<file path="src/rtl/mem_arbiter.sv">
// mem_arbiter: two-port load/store arbiter onto data_memory; define MEM_ARB_RR_EN for round-robin, else p0 has fixed priority
module mem_arbiter #(
  parameter int ADDR_W = 8
) (
  input  logic              clk,
  input  logic              rst,
  input  logic              p0_req,
  input  logic              p0_we,
  input  logic [31:0]       p0_addr,
  input  logic [31:0]       p0_wdata,
  input  logic [2:0]        p0_size,
  output logic              p0_gnt,
  output logic              p0_rvalid,
  output logic [31:0]       p0_rdata,
  output logic              p0_err,
  input  logic              p1_req,
  input  logic              p1_we,
  input  logic [31:0]       p1_addr,
  input  logic [31:0]       p1_wdata,
  input  logic [2:0]        p1_size,
  output logic              p1_gnt,
  output logic              p1_rvalid,
  output logic [31:0]       p1_rdata,
  output logic              p1_err,
  output logic              mem_we,
  output logic [ADDR_W-1:0] mem_addr,
  output logic [3:0]        mem_wstrb,
  output logic [31:0]       mem_wdata,
  input  logic [31:0]       mem_rdata
);
  typedef enum logic [1:0] {IDLE, ACCESS, READ_WAIT, RESP} state_t;
  state_t r_state, w_next;
  logic              w_sel, w_gnt, w_we, w_illegal, w_resp, w_unused;
  logic [ADDR_W+1:0] w_addr;
  logic [31:0]       w_wdata, w_lane, w_ld, w_rep;
  logic [2:0]        w_size;
  logic [3:0]        w_strb;
  logic              r_owner, r_we, r_err;
  logic [ADDR_W+1:0] r_addr;
  logic [31:0]       r_wdata, r_rdata;
  logic [2:0]        r_size;
  assign w_unused = &{1'b0, p0_addr[31:ADDR_W+2], p1_addr[31:ADDR_W+2]};
`ifdef MEM_ARB_RR_EN
  logic r_ptr;
  assign w_sel = p1_req & (~p0_req | r_ptr);
  always_ff @(posedge clk)
    if (rst) r_ptr <= 1'b0;
    else if (w_gnt) r_ptr <= ~w_sel;
`else
  assign w_sel = p1_req & ~p0_req;
`endif
  assign w_gnt   = (r_state == IDLE) & (p0_req | p1_req) & ~rst;
  assign w_we    = w_sel ? p1_we : p0_we;
  assign w_addr  = w_sel ? p1_addr[ADDR_W+1:0] : p0_addr[ADDR_W+1:0];
  assign w_wdata = w_sel ? p1_wdata : p0_wdata;
  assign w_size  = w_sel ? p1_size : p0_size;
  assign w_illegal = (w_size == 3'b011) | (w_size[2:1] == 2'b11) | (w_we & w_size[2]) |
                     ((w_size[1:0] == 2'b01) & w_addr[0]) | ((w_size[1:0] == 2'b10) & |w_addr[1:0]);
  assign w_strb = r_size[1] ? 4'b1111 : (r_size[0] ? 4'b0011 : 4'b0001) << r_addr[1:0];
  assign w_rep  = r_size[1] ? r_wdata : r_size[0] ? {2{r_wdata[15:0]}} : {4{r_wdata[7:0]}};
  assign w_lane = mem_rdata >> {r_addr[1:0], 3'b000};
  assign w_ld   = r_size[1] ? mem_rdata :
                  r_size[0] ? {{16{~r_size[2] & w_lane[15]}}, w_lane[15:0]} :
                              {{24{~r_size[2] & w_lane[7]}}, w_lane[7:0]};
  always_ff @(posedge clk)
    r_state <= rst ? IDLE : w_next;
  always_comb begin
    w_next = IDLE;
    unique case (r_state)
      IDLE:      w_next = w_gnt ? (w_illegal ? RESP : ACCESS) : IDLE;
      ACCESS:    w_next = r_we ? RESP : READ_WAIT;
      READ_WAIT: w_next = RESP;
      default:   w_next = IDLE;
    endcase
  end
  // A store on the mem_* lines is left ungated by rst so it completes; responses are suppressed by rst.
  always_comb begin
    w_resp    = (r_state == RESP) & ~rst;
    p0_gnt    = w_gnt & ~w_sel;
    p1_gnt    = w_gnt & w_sel;
    p0_rvalid = w_resp & ~r_owner;
    p1_rvalid = w_resp & r_owner;
    p0_rdata  = p0_rvalid ? r_rdata : 32'd0;
    p1_rdata  = p1_rvalid ? r_rdata : 32'd0;
    p0_err    = p0_rvalid & r_err;
    p1_err    = p1_rvalid & r_err;
    mem_we    = (r_state == ACCESS) & r_we;
    mem_addr  = (r_state == ACCESS) ? r_addr[ADDR_W+1:2] : '0;
    mem_wstrb = mem_we ? w_strb : 4'd0;
    mem_wdata = mem_we ? w_rep : 32'd0;
  end
  always_ff @(posedge clk)
    if (rst) begin
      r_owner <= 1'b0;
      r_we    <= 1'b0;
      r_err   <= 1'b0;
      r_addr  <= '0;
      r_wdata <= '0;
      r_size  <= '0;
      r_rdata <= '0;
    end else begin
      if (w_gnt) begin
        r_owner <= w_sel;
        r_we    <= w_we;
        r_err   <= w_illegal;
        r_addr  <= w_addr;
        r_wdata <= w_wdata;
        r_size  <= w_size;
        r_rdata <= '0;
      end
      if (r_state == READ_WAIT) r_rdata <= w_ld;
    end
endmodule

</file>
<file path="config.mk">
export PLATFORM = sky130hd
export DESIGN_NAME = mem_arbiter
export DESIGN_NICKNAME = d
export VERILOG_FILES = /design/src/rtl/mem_arbiter.sv
export SDC_FILE = /design/constraint.sdc
export NUM_CORES = 1
export LEC_CHECK = 0
export BUFFER_PORTS_ARGS = -buffer_cell sky130_fd_sc_hd__buf_2
export CORE_MARGIN = 3
export CORE_UTILIZATION = 45
export CTS_CLUSTER_SIZE = 16
export DETAILED_ROUTE_END_ITERATION = 12
export PLACE_DENSITY_LB_ADDON = 0.15
export SLEW_MARGIN = 20
export SYNTH_ARGS = -nofsm -noshare
export SYNTH_HDL_FRONTEND = slang
export SYNTH_SLANG_ARGS = --single-unit
</file>
<file path="constraint.sdc">
create_clock -name clk -period 4.25 [get_ports clk]
set_input_delay 0.2125 -clock clk [delete_from_list [all_inputs] [get_ports clk]]
set_output_delay 0.2125 -clock clk [all_outputs]
set_load 0.005 [all_outputs]
</file>
==> results.md, run 1 <==
- Outcome: finished clean
- Post-CTS resize count: 0
- Syn_nets: 775
- Via count of the first global-routing pass: 5,090
- Arrival time at the worst endpoint: 2.65 ns
- Setup CP Type: flip-flop to primary output
- CTS Sinks: 82
- Dpl hpwl: 11,700 um
- Detailed Route WL: 15,900 um
- Clk_skew: 0.00907 ns
- Distinct cells, synth: 40
- DRC Markers: 0
- Slowest stage cell on the critical path: nand2_1
- Die Wd: 110 um
- Top-area cell type share of the netlist area: 0.334
- Clock Latency Late Sink: 0.35 ns
- Share of cells above drive strength 1: 0.336
- WP data required: 4.04 ns
- Max-Cap Viols: 0
- Worst-margin pin slew: 1.09 ns
- Routed via count: 5,209
- Critical path's largest stage delay: 0.74 ns
- Most frequent cells in the layout: 242 x buf_2, 81 x dfxtp_1, 74 x and2_1
- Site row count: 37
- Cells after Synth: 598
- FILL cells: 950
- Leak: 0.00322 uW
- Area delta synth->final: 29.5%
- Final setup vio count: 0
- CP top delay family: simple AND/OR/NAND/NOR gates
- Area leader, netlist: dfxtp_1
- VDD IR max: 232 uV
- Pwr Total: 2480 uW
- Core Region: 10,500 um^2
- Worst Hold Class: primary input to flip-flop
- CTS tree: done
- Top cells by area, synth: dfxtp_1 33%, mux2i_1 13%, and2_1 9.4%
- Crit-path max FO: 29
- CTS Root Buffer Type: clkbuf_8
- All-Layer GR Usage: 0.249
- Num CTS Buffers: 9
- Register area share after synthesis: 0.334
- Final period utilization: 0.672
- Post-route ant nets: 0
- Initial Util: 0.469
- CP Capture Type: primary output
- Setup tns final: 0 ns
- Worst path buffer plus inverter count: 2
- Post-layout net count: 984
- RSZ-0062 raised after global routing: false
- Total number of yosys warnings: 0
- DR iter-0 viols: 244
- Antenna violations before repair: 0
- # diodes: 0
- First-pass GRT wire length: 25,300 um
- Pins over their slew limit: 0
- GRT overflow: 0
- Pin count of the biggest net entering global routing: 58
- Worst hold start: p1_addr[5]
- Via/cell ratio: 5.49
- Syn_area_per_cell: 8.21 um^2
- Clk slew on worst S/H paths: 0.09 ns
- H-tree levels: 3
- Fin. Hold Viols: 0
- CP Depth: 5
- IO Count: 287
- WL per Instance: 16.7 um
- Worst rel slew slack: 0.271
- Worst setup SP type: flip-flop
- Yosys reg bits: 82
- Final worst path period need: 2.86 ns
- Leading cell type in the layout, fill and taps excluded: buf_2
- Fmax: 0.350 GHz
- CP cell instances: inv_1 > ha_1 > nand2_1 > a21oi_1 > buf_2
- Die Y: 110 um
- FF-to-FF Start: r_state[0]$_SDFF_PP0_
- Crit path launch: r_state[1]$_SDFF_PP0_
- Synthesized area: 4910 um^2
- PwrDens: 390 nW/um^2
- Drt pass-1 iters: 4
- Setup repair bufs after CTS: 0
- Hold_buf cts: 0
- PortBufs: 242
- CTS max path bufs: 2
- WHS: 0.0970 ns
- Hold path cells: 3
- Die area: 12,200 um^2
- R2R depth: 5
- GPL Wtd Cong: 0.829
## flip-flops by register name, indices dropped and copies added (netlist names)
name     cells
r_addr      10
r_err        1
r_owner      1
r_rdata     32
r_size       3
r_state      2
r_wdata     32
r_we         1
## layer usage
metal / track usage / vias to the layer above / wire, um
met4: 0.0788 / 0 / 297
li1: - / 2556 / -
met3: 0.0499 / 25 / 997
met5: 0 / - / 0
met2: 0.439 / 224 / 7850
met1: 0.304 / 2404 / 6710
## cell families (layout without fill, tap and decap cells)
| logic type | after synthesis | after routing | share of synthesized area |
|---|---|---|---|
| adder cells (fa/ha/maj) | 5 | 5 | 0.0127 |
| AO/OA/AOI/OAI | 155 | 155 | 0.222 |
| flip-flops | 82 | 82 | 0.334 |
| AND/OR/NAND/NOR | 233 | 233 | 0.247 |
| multiplexers | 66 | 66 | 0.137 |
| buffers and inverters | 57 | 271 | 0.0469 |
## report_power, final
group | total, uW | internal, uW | switching [uW]
clock | 588 | 301 | 287
sequential | 1080 | 921 | 161
combinational | 807 | 332 | 475
total | 2480 | 1550 | 923
## synthesized netlist by cell type, drive strengths merged
| cell type | instances |
|---|---|
| dfxtp | 82 |
| a211oi | 37 |
| a32oi | 1 |
| nor2b | 9 |
| nand2b | 14 |
| and3 | 8 |
| o21ai | 24 |
| a221o | 16 |
| nor2 | 74 |
| and4b | 7 |
| mux2i | 65 |
| o21bai | 1 |
| o211a | 1 |
| nor4 | 2 |
| and2 | 74 |
| o41ai | 1 |
| nand2 | 37 |
| a221oi | 2 |
| or2 | 1 |
| a2bb2oi | 7 |
| a21o | 2 |
| and3b | 1 |
| nor3b | 1 |
| a22oi | 5 |
| o31a | 1 |
| ha | 5 |
| nand3b | 1 |
| inv | 7 |
| clkbuf | 39 |
| o221ai | 14 |
| nor3 | 4 |
| o21a | 2 |
| buf | 11 |
| a311oi | 1 |
| a21oi | 39 |
| a21boi | 1 |
| mux4 | 1 |
## worst reg2reg max path, stage by stage (launching register included)
cell      delay [ns]
dfxtp_1         0.35
inv_1           0.10
ha_1            0.62
nand2b_1        0.23
nor2_1          0.87
a221o_1         0.30
## stage by stage
stage / utilization / instances / setup WS, ns / instance area, um^2
3_3_place_gp: 0.588 / 932 / 1.74 / 6150
6_report: 0.608 / 948 / 1.39 / 6360
5_1_grt: 0.608 / 948 / 1.16 / 6360
4_1_cts: 0.608 / 948 / 1.35 / 6360
2_1_floorplan: - / 598 / 2.53 / 4910
3_5_place_dp: 0.588 / 932 / 1.74 / 6150
## cell type report
cell class | instances | area (um^2) | area share
multi-input cells | 459 | 3060 | 0.481
flip-flops and latches | 82 | 1640 | 0.258
repair buffers | 248 | 1260 | 0.198
well taps | 136 | 170 | 0.0268
clock buffers | 11 | 151 | 0.0238
clock inverters | 5 | 52.6 | 0.00826
inverters | 7 | 26.3 | 0.00413
## worst paths after layout
path / endpoint / slack (ns)
hold / removal: r_addr[5]$_SDFFE_PP0N_ / 0.1
setup / recovery: mem_wdata[14] / 1.39
setup reg to reg: r_rdata[23]$_SDFFE_PP0P_ / 1.74
hold reg to reg: r_rdata[0]$_SDFFE_PP0P_ / 0.45
No activity file was read; power rests on OpenSTA's default activity.
==> inputs of run 2 (changes only) <==
Clock period 4.25 ns to 2.7 ns, I/O delays scaled along.
==> results.md, run 2 (same netlist as run 1, synthesis figures left out) <==
- Post-route ant nets: 0 (unchanged)
- Worst rel slew slack: 0.476 (was 0.271)
- PortBufs: 242 (unchanged)
- Final worst path period need: 2.26 ns
- DR iter-0 viols: 263 (was 244)
- Outcome: finished clean (unchanged)
- Global-route met1 utilization: 0.307 (was 0.304)
- H-tree levels: 3 (unchanged)
- PwrDens: 616 nW/um^2 (was 390 nW/um^2)
- CP Capture Type: primary output (unchanged)
- Grt met3 use: 0.0411 (was 0.0499)
- Num CTS Buffers: 9 (unchanged)
- Crit-path max FO: 26 (was 29)
- Drt pass-1 iters: 4 (unchanged)
- Leading cell type in the layout, fill and taps excluded: buf_2 (unchanged)
- # diodes: 0 (unchanged)
- GPL Wtd Cong: 0.844 (was 0.829)
- Crit path to: mem_wdata[9] (was mem_wdata[14])
- All-Layer GR Usage: 0.251 (was 0.249)
- Initial Util: 0.469 (unchanged)
- Worst setup SP type: flip-flop (unchanged)
- Biggest regs: r_rdata: 32 flops, r_wdata: 32 flops, r_addr: 10 flops (unchanged)
- VDD IR max: 340 uV (was 232 uV)
- Die Y: 110 um (unchanged)
- Via count of the first global-routing pass: 5,043 (was 5,090)
- Post-layout net count: 991 (was 984)
- CTS Root Buffer Type: clkbuf_8 (unchanged)
- Pin count of the biggest net entering global routing: 62 (was 58)
- Site row count: 37 (unchanged)
- Max-Cap Viols: 0 (unchanged)
- Fmax: 0.443 GHz
- First-pass GRT wire length: 25,400 um (was 25,300 um)
- Setup slack, reg-to-reg: 0.89 ns (was 1.74 ns)
- Die area: 12,200 um^2 (unchanged)
- Pins over their slew limit: 0 (unchanged)
- CTS Sinks: 82 (unchanged)
- Fin. Hold Viols: 0 (unchanged)
- IO Count: 287 (unchanged)
- WL per Instance: 16.8 um (was 16.7 um)
- Arrival time at the worst endpoint: 2.12 ns (was 2.65 ns)
- Setup CP Type: flip-flop to primary output (unchanged)
- CTS max path bufs: 2 (unchanged)
- Met2 Use GR: 0.452 (was 0.439)
- Detailed Route WL: 16,000 um (was 15,900 um)
- Crit path launch: r_state[1]$_SDFF_PP0_ (unchanged)
- Clk slew on worst S/H paths: 0.08 ns (was 0.09 ns)
- Most crowded layer after global routing: met2 (unchanged)
- Clock Latency Late Sink: 0.35 ns (about the same)
- Clk_skew: 0.00904 ns (was 0.00907 ns)
- GRT overflow: 0 (unchanged)
- Routed via count: 5,208 (was 5,209)
- Leak: 0.00326 uW (was 0.00322 uW)
- DRC Markers: 0 (unchanged)
- R2R depth: 7 (was 5)
- Final instance area: 6440 um^2 (was 6360 um^2)
- Die Wd: 110 um (unchanged)
- Worst Hold Class: primary input to flip-flop (unchanged)
- Dpl cell area: 6220 um^2 (was 6150 um^2)
- Core Region: 10,500 um^2 (unchanged)
- Share of cells above drive strength 1: 0.340 (was 0.336)
- Most frequent cells in the layout: 242 x buf_2, 81 x dfxtp_1, 74 x and2_1 (unchanged)
- R2r endpoint: r_wdata[10]$_SDFFE_PP0N_ (was r_rdata[23]$_SDFFE_PP0P_)
- Setup tns final: 0 ns (unchanged)
- Dpl hpwl: 11,900 um (was 11,700 um)
- Area delta synth->final: 31.2% (was 29.5%)
- Final period utilization: 0.835
- Final setup vio count: 0 (unchanged)
- RSZ-0062 raised after global routing: false (unchanged)
- CTS tree: done (unchanged)
- Antenna violations before repair: 0 (unchanged)
- FF-to-FF Start: r_state[0]$_SDFF_PP0_ (unchanged)
- WP data required: 2.57 ns (was 4.04 ns)
- Worst-margin pin slew: 0.784 ns (was 1.09 ns)
- Via/cell ratio: 5.46 (was 5.49)
- Final Core Density: 0.616 (was 0.608)
-- run 2: worst min-delay path by stage --
stage | cells past startpoint | start | endpoint | slack (ns)
floorplan | 2 | p1_addr[5] | r_addr[5]$_SDFFE_PP0N_ | 0.27
global placement | 3 | p1_addr[5] | r_addr[5]$_SDFFE_PP0N_ | 0.38
detailed placement | 3 | p1_wdata[14] | r_wdata[14]$_SDFFE_PP0N_ | 0.39
CTS | 3 | p1_wdata[14] | r_wdata[14]$_SDFFE_PP0N_ | 0.009
global route | 3 | p1_wdata[17] | r_wdata[17]$_SDFFE_PP0N_ | 0.02
finish | 3 | p1_wdata[17] | r_wdata[17]$_SDFFE_PP0N_ | 0.03
-- run 2: area by class of cell --
cell class | instances | area (um^2)
Fill cell | 973 | 4020
Multi-Input combinational cell | 459 | 3060
Sequential cell | 82 | 1640
Timing Repair Buffer | 255 | 1340
Tap cell | 136 | 170
Clock buffer | 10 | 128
Clock inverter | 5 | 80.1
Inverter | 7 | 26.3
-- run 2: timing repair --
| action | CTS | global route |
|---|---|---|
| endpoints found under the hold margin | 1 | 0 |
| resized for setup | 0 | 0 |
| hold buffers | 1 | 0 |
| buffers inserted | 0 | 0 |
| setup endpoints to repair | 0 | 0 |
-- run 2: stage by stage --
stage	worst slack, ns	power [uW]	instances	hold slack [ns]
after floorplan	0.976	2550	598	0.271
after global placement	0.713	2960	938	0.379
after detailed placement	0.614	3020	938	0.387
after CTS	0.416	3980	954	0.00905
after global routing	0.276	4230	954	0.0202
final	0.445	3970	954	0.0282
-- run 2: layer usage --
layer	share of wire	vias up	wire length, um
met5	0	-	0
met4	0.013	0	213
met3	0.062	18	992
met2	0.49	196	7910
met1	0.43	2418	6890
li1	-	2576	-
-- run 2: critical path: stages (launching register included) --
cell	delay [ns]
dfxtp_1	0.35
inv_1	0.09
ha_1	0.53
nand2_1	0.21
buf_4	0.27
a21oi_1	0.18
buf_2	0.14
-- run 2: power breakdown --
group | switching, uW | internal (uW) | total [uW] | leakage, uW
Combinational | 786 | 545 | 1330 | 0.00249
Clock | 446 | 515 | 961 | 0.0000984
Sequential | 228 | 1450 | 1680 | 0.000673
Total | 1460 | 2510 | 3970 | 0.00326
